--- src/rtl/carry_lookahead_adder_r.sv ---
// Two-level carry-lookahead adder with registered sum and carry-out (one cycle latency).
// Optional registered signed-overflow output V is enabled by defining CLA_OVERFLOW_EN.
module carry_lookahead_adder_r #(
  parameter int WIDTH = 32,
  parameter int GROUP = 4
) (
  input  logic             clk,
  input  logic             rst_n,
  input  logic [WIDTH-1:0] A,
  input  logic [WIDTH-1:0] B,
  input  logic             Cin,
  output logic [WIDTH-1:0] S,
  output logic             Cout
`ifdef CLA_OVERFLOW_EN
  ,
  output logic             V
`endif
);

  localparam int NG = (WIDTH + GROUP - 1) / GROUP;
  localparam int PW = NG * GROUP;

  // Flat sum-of-products carry into position n: OR_k(g[k] & p[k+1..n-1]) | (p[0..n-1] & ci).
  function automatic logic la_carry(
    input logic [PW-1:0] gv,
    input logic [PW-1:0] pv,
    input logic          ci,
    input int            n
  );
    logic acc_v;
    logic term_v;
    acc_v = ci;
    for (int m = 0; m < PW; m++) begin
      acc_v = acc_v & ((m < n) ? pv[m] : 1'b1);
    end
    for (int k = 0; k < PW; k++) begin
      term_v = gv[k];
      for (int m = 0; m < PW; m++) begin
        term_v = term_v & (((m > k) && (m < n)) ? pv[m] : 1'b1);
      end
      acc_v = acc_v | ((k < n) ? term_v : 1'b0);
    end
    return acc_v;
  endfunction

  logic [PW-1:0]    a_pad_s;
  logic [PW-1:0]    b_pad_s;
  logic [PW-1:0]    g_s;
  logic [PW-1:0]    p_s;
  logic [NG-1:0]    gg_s;
  logic [NG-1:0]    gp_s;
  logic [NG:0]      gc_s;
  logic [PW:0]      c_s;
  logic [WIDTH-1:0] s_next_s;
  logic             cout_next_s;
  logic [WIDTH-1:0] s_r;
  logic             cout_r;

  // Padding bits have g=p=0, so they neither generate nor propagate a carry.
  assign a_pad_s = PW'(A);
  assign b_pad_s = PW'(B);
  assign g_s     = a_pad_s & b_pad_s;
  assign p_s     = a_pad_s ^ b_pad_s;

  for (genvar j = 0; j < NG; j++) begin : g_grp
    assign gg_s[j] = la_carry(PW'(g_s[j*GROUP +: GROUP]), PW'(p_s[j*GROUP +: GROUP]), 1'b0, GROUP);
    assign gp_s[j] = &p_s[j*GROUP +: GROUP];
    for (genvar i = 0; i < GROUP; i++) begin : g_bit
      assign c_s[j*GROUP+i] = la_carry(PW'(g_s[j*GROUP +: GROUP]), PW'(p_s[j*GROUP +: GROUP]),
                                       gc_s[j], i);
    end
  end

  // Second level: carry into each group straight from group G/P and Cin.
  for (genvar j = 0; j <= NG; j++) begin : g_gc
    assign gc_s[j] = la_carry(PW'(gg_s), PW'(gp_s), Cin, j);
  end

  assign c_s[PW]     = gc_s[NG];
  assign s_next_s    = p_s[WIDTH-1:0] ^ c_s[WIDTH-1:0];
  assign cout_next_s = c_s[WIDTH];

  // Result register; reset clears it immediately and drops any in-flight sum.
  always_ff @(posedge clk or negedge rst_n) begin
    if (!rst_n) begin
      s_r    <= {WIDTH{1'b0}};
      cout_r <= 1'b0;
    end else begin
      s_r    <= s_next_s;
      cout_r <= cout_next_s;
    end
  end

  assign S    = s_r;
  assign Cout = cout_r;

`ifdef CLA_OVERFLOW_EN
  logic v_next_s;
  logic v_r;

  assign v_next_s = (A[WIDTH-1] == B[WIDTH-1]) && (s_next_s[WIDTH-1] != A[WIDTH-1]);

  // Overflow flag registered alongside the sum.
  always_ff @(posedge clk or negedge rst_n) begin
    if (!rst_n) begin
      v_r <= 1'b0;
    end else begin
      v_r <= v_next_s;
    end
  end

  assign V = v_r;
`endif

endmodule

--- config.mk ---
export PLATFORM = sky130hd
export DESIGN_NAME = carry_lookahead_adder_r
export DESIGN_NICKNAME = d
export VERILOG_FILES = /design/src/rtl/carry_lookahead_adder_r.sv
export SDC_FILE = /design/constraint.sdc
export NUM_CORES = 1
export LEC_CHECK = 0
export CAP_MARGIN = 20
export CORE_ASPECT_RATIO = 0.9
export CORE_MARGIN = 5
export CORE_UTILIZATION = 38
export DETAILED_ROUTE_END_ITERATION = 8
export PLACE_DENSITY = 0.77
export SYNTH_ARGS = -nofsm -noshare
export SYNTH_HDL_FRONTEND = slang
export SYNTH_SLANG_ARGS = --single-unit
--- constraint.sdc ---
create_clock -name clk -period 0.8 [get_ports clk]
set_input_delay 0.08 -clock clk [delete_from_list [all_inputs] [get_ports clk]]
set_output_delay 0.08 -clock clk [all_outputs]
set_load 0.005 [all_outputs]
# Yosys cells after proc, flatten, opt, wreduce, memory -nomap -nowiden
# Cells that the tools add are included.
# classes
n_bitwise	219
mux	0
n_shift	0
eq_ne	0
addsub	0
n_div	0
magnitude_cmp	0
n_reduce_logical	8
n_mul	0
# ops
op	n
$and 1x1->1	108
$or 1x1->1	108
$xor 32x32->32	2
$and 32x32->32	1
$reduce_and 4->1	8
# totals
out_inout_bits	33
mem_bits_ro	0
ram_bits	0
inputBits	67
register_bits	33
mem_count	0
latch_bits	0

# Longest topological paths before layout
# logic_depth
word_depth	27
depth_mapped	12
ltp_nobuf	12

# Least setup slack after synthesis
# Ideal clock, no wire load.
# synth_path
path_type	input port to flip-flop
startpoint	in A[9]
endpoint	reg s_r[27] (netlist: S[27])
n_path_buf	0
path_slack_ps	-1472
cell_stages	12
arrival_time_ps	2192
path_cell_list	ha_1 > a211o_2 > a21oi_2 > a211o_1 > a31oi_1 > nor3_2 > nor2_1 > ha_1 > o21a_1 > o21a_1 > nor2_1 > xnor2_1
# synth_via
elab_chain_cells	21
elab_cells_between_ends	39
cone_classes	bitwise (38); reduce/logical (1)
# synth_lines
item	line_no	rtl
start: declaration	9	input logic [WIDTH-1:0] A,
$xor 32x32->32	63	assign p_s = a_pad_s ^ b_pad_s;
$and 1x1->1 (3 in a row)	39	term_v = term_v & (((m > k) && (m < n)) ? pv[m] : 1'b1);
$or 1x1->1 (3 in a row)	41	acc_v = acc_v | ((k < n) ? term_v : 1'b0);
$and 1x1->1 (3 in a row)	39	
$or 1x1->1 (*) (4 in a row)	41	
$and 1x1->1 (*) (3 in a row)	34	acc_v = acc_v & ((m < n) ? pv[m] : 1'b1);
$or 1x1->1 (*) (3 in a row)	41	
$xor 32x32->32 (*)	80	assign s_next_s = p_s[WIDTH-1:0] ^ c_s[WIDTH-1:0];
net s_next_s[27]	54	logic [WIDTH-1:0] s_next_s;
end signal: assignment	86	s_r <= {WIDTH{1'b0}};
end signal: assignment	89	s_r <= s_next_s;
end: declaration	56	logic [WIDTH-1:0] s_r;
# Mark *: on every way through the listed nets, which the timed path passes. The rest lies on a longest branch.

# Worst setup path in the final report
# layout_path
startpoint	in B[9]
endpoint	reg s_r[31] (netlist: S[31])
# layout_via
elab_chain_cells	23
elab_cells_between_ends	44
cone_classes	bitwise (43); reduce/logical (1)
# layout_lines
item	line_no	rtl
start: declaration	10	input logic [WIDTH-1:0] B,
$xor 32x32->32	63	
$and 1x1->1 (3 in a row)	39	
$or 1x1->1 (3 in a row)	41	
$and 1x1->1 (4 in a row)	39	
$or 1x1->1 (*) (5 in a row)	41	
$and 1x1->1 (*) (3 in a row)	34	
$or 1x1->1 (*) (3 in a row)	41	
$xor 32x32->32 (*)	80	
net s_next_s[31]	54	
# Marked as above.

==> metrics.txt <==
# TYPE chip_impl_metric gauge
chip_impl_metric{name="power_density",unit="nW/um^2"} 1410
chip_impl_info{name="crit_top_cell",value="sky130_fd_sc_hd__o21a_1"} 1
chip_impl_metric{name="syn_to_final_growth",unit="%"} 104
chip_impl_metric{name="grt_util_met1",unit=""} 0.208
chip_impl_metric{name="vdd.ir_drop.worst",unit="mV"} 0.964
chip_impl_metric{name="post_synth_inst_count",unit=""} 196
chip_impl_metric{name="place.detailed.instances",unit=""} 423
chip_impl_metric{name="detailedRoute.firstIterationViolations",unit=""} 25
chip_impl_metric{name="ioPinCount",unit=""} 100
chip_impl_info{name="tritoncts",value="done"} 1
chip_impl_metric{name="clock_pin_slew_on_the_worst_setup_and_hold_paths",unit="ns"} 0.07
chip_impl_metric{name="synthArstFlopShare",unit=""} 1.00
chip_impl_metric{name="first_global_vias",unit=""} 2598
chip_impl_metric{name="drt-wirelength-per-cell",unit="um"} 16.7
chip_impl_metric{name="switch_share",unit=""} 0.320
chip_impl_info{name="cp-end-kind",value="flip-flop"} 1
chip_impl_metric{name="dpl.hpwl",unit="um"} 5120
chip_impl_metric{name="synth.avg_cell_area",unit="um^2"} 11.3
chip_impl_metric{name="period_needed",unit="ns"} 2.14
chip_impl_metric{name="cell_internal_pwr",unit="mW"} 4.32
chip_impl_metric{name="clkSinkCount",unit=""} 33
chip_impl_info{name="cts-root-buf",value="sky130_fd_sc_hd__clkbuf_8"} 1
chip_impl_metric{name="finalHoldViolCount",unit=""} 0
chip_impl_metric{name="number_of_nets_produced_by_synthesis",unit=""} 311
chip_impl_info{name="grt_setup_unrepaired",value="yes"} 1
chip_impl_metric{name="max-slew-margin-rel",unit=""} 0.710
chip_impl_metric{name="synth_enable_flop_cells",unit=""} 0
chip_impl_metric{name="route.vias.total",unit=""} 2274
chip_impl_info{name="setup.worst_path.start_class",value="input pin"} 1
chip_impl_metric{name="timing.critical_path.arrival",unit="ns"} 2.33
chip_impl_metric{name="grt_max_degree",unit=""} 34
chip_impl_metric{name="drc_errors",unit=""} 0
chip_impl_metric{name="cts_buffers",unit=""} 5
chip_impl_metric{name="timing.critical_path.slowest_cell_delay",unit="ns"} 0.34
chip_impl_metric{name="die_area",unit="um^2"} 7450
chip_impl_metric{name="coreArea",unit="um^2"} 5660
chip_impl_metric{name="comb_power_share",unit=""} 0.475
chip_impl_metric{name="max-cap-violations",unit=""} 0
chip_impl_metric{name="power.clock.fraction",unit=""} 0.196
chip_impl_metric{name="antenna_violating_nets_post_route",unit=""} 0
chip_impl_metric{name="finalCritPeriodShare",unit=""} 2.68
chip_impl_info{name="critical_path_class",value="in2reg"} 1
chip_impl_metric{name="place.gp.congestion",unit=""} 0.784
chip_impl_metric{name="cts_max_path_buffers",unit=""} 2
chip_impl_metric{name="drv_slew",unit=""} 0
chip_impl_metric{name="num_rows",unit=""} 26
chip_impl_metric{name="globalRouteMet3Util",unit=""} 0.0471
chip_impl_metric{name="h-tree-depth",unit=""} 2
chip_impl_metric{name="max_slew.worst_pin.slew",unit="ns"} 0.432
chip_impl_metric{name="port-buffer-count",unit=""} 99
chip_impl_metric{name="seq_power_share",unit=""} 0.329
chip_impl_metric{name="final_cells",unit=""} 460
chip_impl_info{name="grt_max_usage_layer",value="met2"} 1
chip_impl_info{name="layout_commonest_cell",value="sky130_fd_sc_hd__buf_4"} 1
chip_impl_metric{name="post_route_setup_slack",unit="ns"} -1.34
chip_impl_metric{name="setup-violations-final",unit=""} 64
chip_impl_metric{name="gr-total-overflow",unit=""} 0
chip_impl_metric{name="power.switching",unit="mW"} 2.03
chip_impl_metric{name="synth-warning-count",unit=""} 0
chip_impl_metric{name="use_met2",unit=""} 0.400
chip_impl_metric{name="drive_gt1_frac",unit=""} 0.623
chip_impl_metric{name="gr-usage-all-layers",unit=""} 0.201
chip_impl_metric{name="n_antenna_cell",unit=""} 0
chip_impl_info{name="min-delay-path-class",value="in2reg"} 1
chip_impl_metric{name="maximum_operating_frequency",unit="MHz"} 467
chip_impl_metric{name="cp_data_required_time",unit="ns"} 0.99
chip_impl_metric{name="grt_antenna_before_repair",unit=""} 0
chip_impl_metric{name="num-nets-final",unit=""} 504
chip_impl_metric{name="global_route_wire_length_before_repair",unit="um"} 12000
chip_impl_metric{name="netlist-cell-type-count",unit=""} 31
chip_impl_info{name="critPathSlowestCell",value="sky130_fd_sc_hd__a211o_4"} 1
chip_impl_info{name="timing.critical_path.cells",value="buf_6 -> ha_4 -> a211o_4 -> a21oi_4 -> a211o_1 -> a31oi_4 -> nor3_4 -> o31ai_4 -> ha_2 -> o21a_1 -> o21a_1 -> nor2_2 -> xnor2_1"} 1
chip_impl_metric{name="avgViaCountPerCell",unit=""} 4.94
chip_impl_info{name="violated_checks",value="setup timing"} 1
chip_impl_metric{name="fin_util",unit=""} 0.798
chip_impl_metric{name="first_pass_iters",unit=""} 4
chip_impl_metric{name="post_synth_instance_area",unit="um^2"} 2210
chip_impl_info{name="result_of_the_run",value="complete, but fails checks"} 1
chip_impl_metric{name="crit_path_max_fanout",unit=""} 3
chip_impl_metric{name="route.final.wire_length",unit="um"} 7660
chip_impl_info{name="dominantRegCellSynth",value="sky130_fd_sc_hd__dfrtp_1"} 1
chip_impl_metric{name="yosys_register_bits",unit=""} 33
chip_impl_metric{name="fp.dieW",unit="um"} 90.4
chip_impl_metric{name="start_util",unit=""} 0.391
chip_impl_metric{name="dp_slack",unit="ns"} -1.99
chip_impl_metric{name="synth.yosys.seq_area_share",unit=""} 0.374
chip_impl_metric{name="power_leakage",unit="nW"} 2.03
chip_impl_info{name="layout_common_cells",value="sky130_fd_sc_hd__buf_4, sky130_fd_sc_hd__buf_2, sky130_fd_sc_hd__dfrtp_1"} 1
chip_impl_metric{name="chipHeight",unit="um"} 82.4
synth_stat cells, types with 2 or more instances:
cell type / n / area (um^2)
sky130_fd_sc_hd__o21a_1: 16 / 120
sky130_fd_sc_hd__o21ai_1: 2 / 10.0
sky130_fd_sc_hd__xor2_1: 7 / 61.3
sky130_fd_sc_hd__nand4_1: 4 / 25.0
sky130_fd_sc_hd__nand2b_1: 2 / 12.5
sky130_fd_sc_hd__xnor2_1: 9 / 78.8
sky130_fd_sc_hd__nor2_1: 22 / 82.6
sky130_fd_sc_hd__inv_1: 5 / 18.8
sky130_fd_sc_hd__a21o_1: 6 / 45.0
sky130_fd_sc_hd__or3_1: 2 / 12.5
sky130_fd_sc_hd__nand2_1: 7 / 26.3
sky130_fd_sc_hd__a21oi_1: 8 / 40.0
sky130_fd_sc_hd__a211oi_1: 2 / 15.0
sky130_fd_sc_hd__nor3_1: 8 / 40.0
sky130_fd_sc_hd__ha_1: 40 / 500
sky130_fd_sc_hd__fa_1: 8 / 160
sky130_fd_sc_hd__dfrtp_1: 33 / 826
sky130_fd_sc_hd__a211o_1: 2 / 17.5
cell type report:
class,count,area [um^2]
clock buffers,8,80.1
flip-flops and latches,33,826
repair buffers,186,1460
fillers,358,1150
inverters,5,18.8
multi-input cells,158,2040
well taps,70,87.6
worst max-delay path, delay by kind of cell:
kind | cells | cell delay (ns)
AO/OA/AOI/OAI | 7 | 1.23
buffers and inverters | 1 | 0.10
adder cells (fa/ha/maj) | 2 | 0.42
XOR/XNOR | 1 | 0.16
AND/OR/NAND/NOR | 2 | 0.35
metal layers:
metal,share of wire,vias to the layer above
li1,-,1087
met1,0.38,1089
met2,0.55,82
met3,0.051,16
met4,0.022,0
met5,0,-
through the flow:
stage / area [um^2] / total power, mW / hold slack, ns / TNS (ns)
finish: 4510 / 6.35 / 0.160 / -33.19
global route: 4510 / 6.72 / 0.169 / -36.05
CTS: 4350 / 6.07 / 0.162 / -32.93
detailed placement: 3950 / 4.81 / 0.0546 / -54.28
global placement: 3950 / 4.72 / 0.0542 / -52.02
floorplan: 2430 / 3.12 / -0.216 / -28.01
power by group through the flow:
stage | Sequential [mW] | Combinational (mW) | Clock, mW
2_1_floorplan | 2.17 | 0.952 | 0
3_3_place_gp | 2.12 | 2.60 | 0
3_5_place_dp | 2.13 | 2.68 | 0
4_1_cts | 2.09 | 2.74 | 1.24
5_1_grt | 2.12 | 3.30 | 1.31
6_report | 2.09 | 3.02 | 1.24
sequential cells by signal, indices dropped and copies added (netlist names):
name,cells
Cout,1
S,32
kinds of logic after synthesis:
family / share of synthesized area
simple gates: 0.104
fa+ha+maj: 0.299
compound gates: 0.152
flops: 0.374
xor+xnor: 0.0634
buf+inv: 0.00849
worst paths after layout:
kind | from | endpoint | slack, ns | cells after the start
max in group asynchronous | rst_n | S[5] | 0.33 | 3
min | B[8] | S[8] | 0.16 | 2
min in group asynchronous | rst_n | S[10] | 0.29 | 3
max | B[9] | S[31] | -1.34 | 13
what timing repair did:
item,CTS,global route
setup endpoints to repair,66,64
hold buffers,1,0
gates resized for setup,340,57
buffers inserted,25,12
hold endpoints to repair,33,0
pin swaps,85,56
Note: power is estimated with default switching activity, not from simulation.
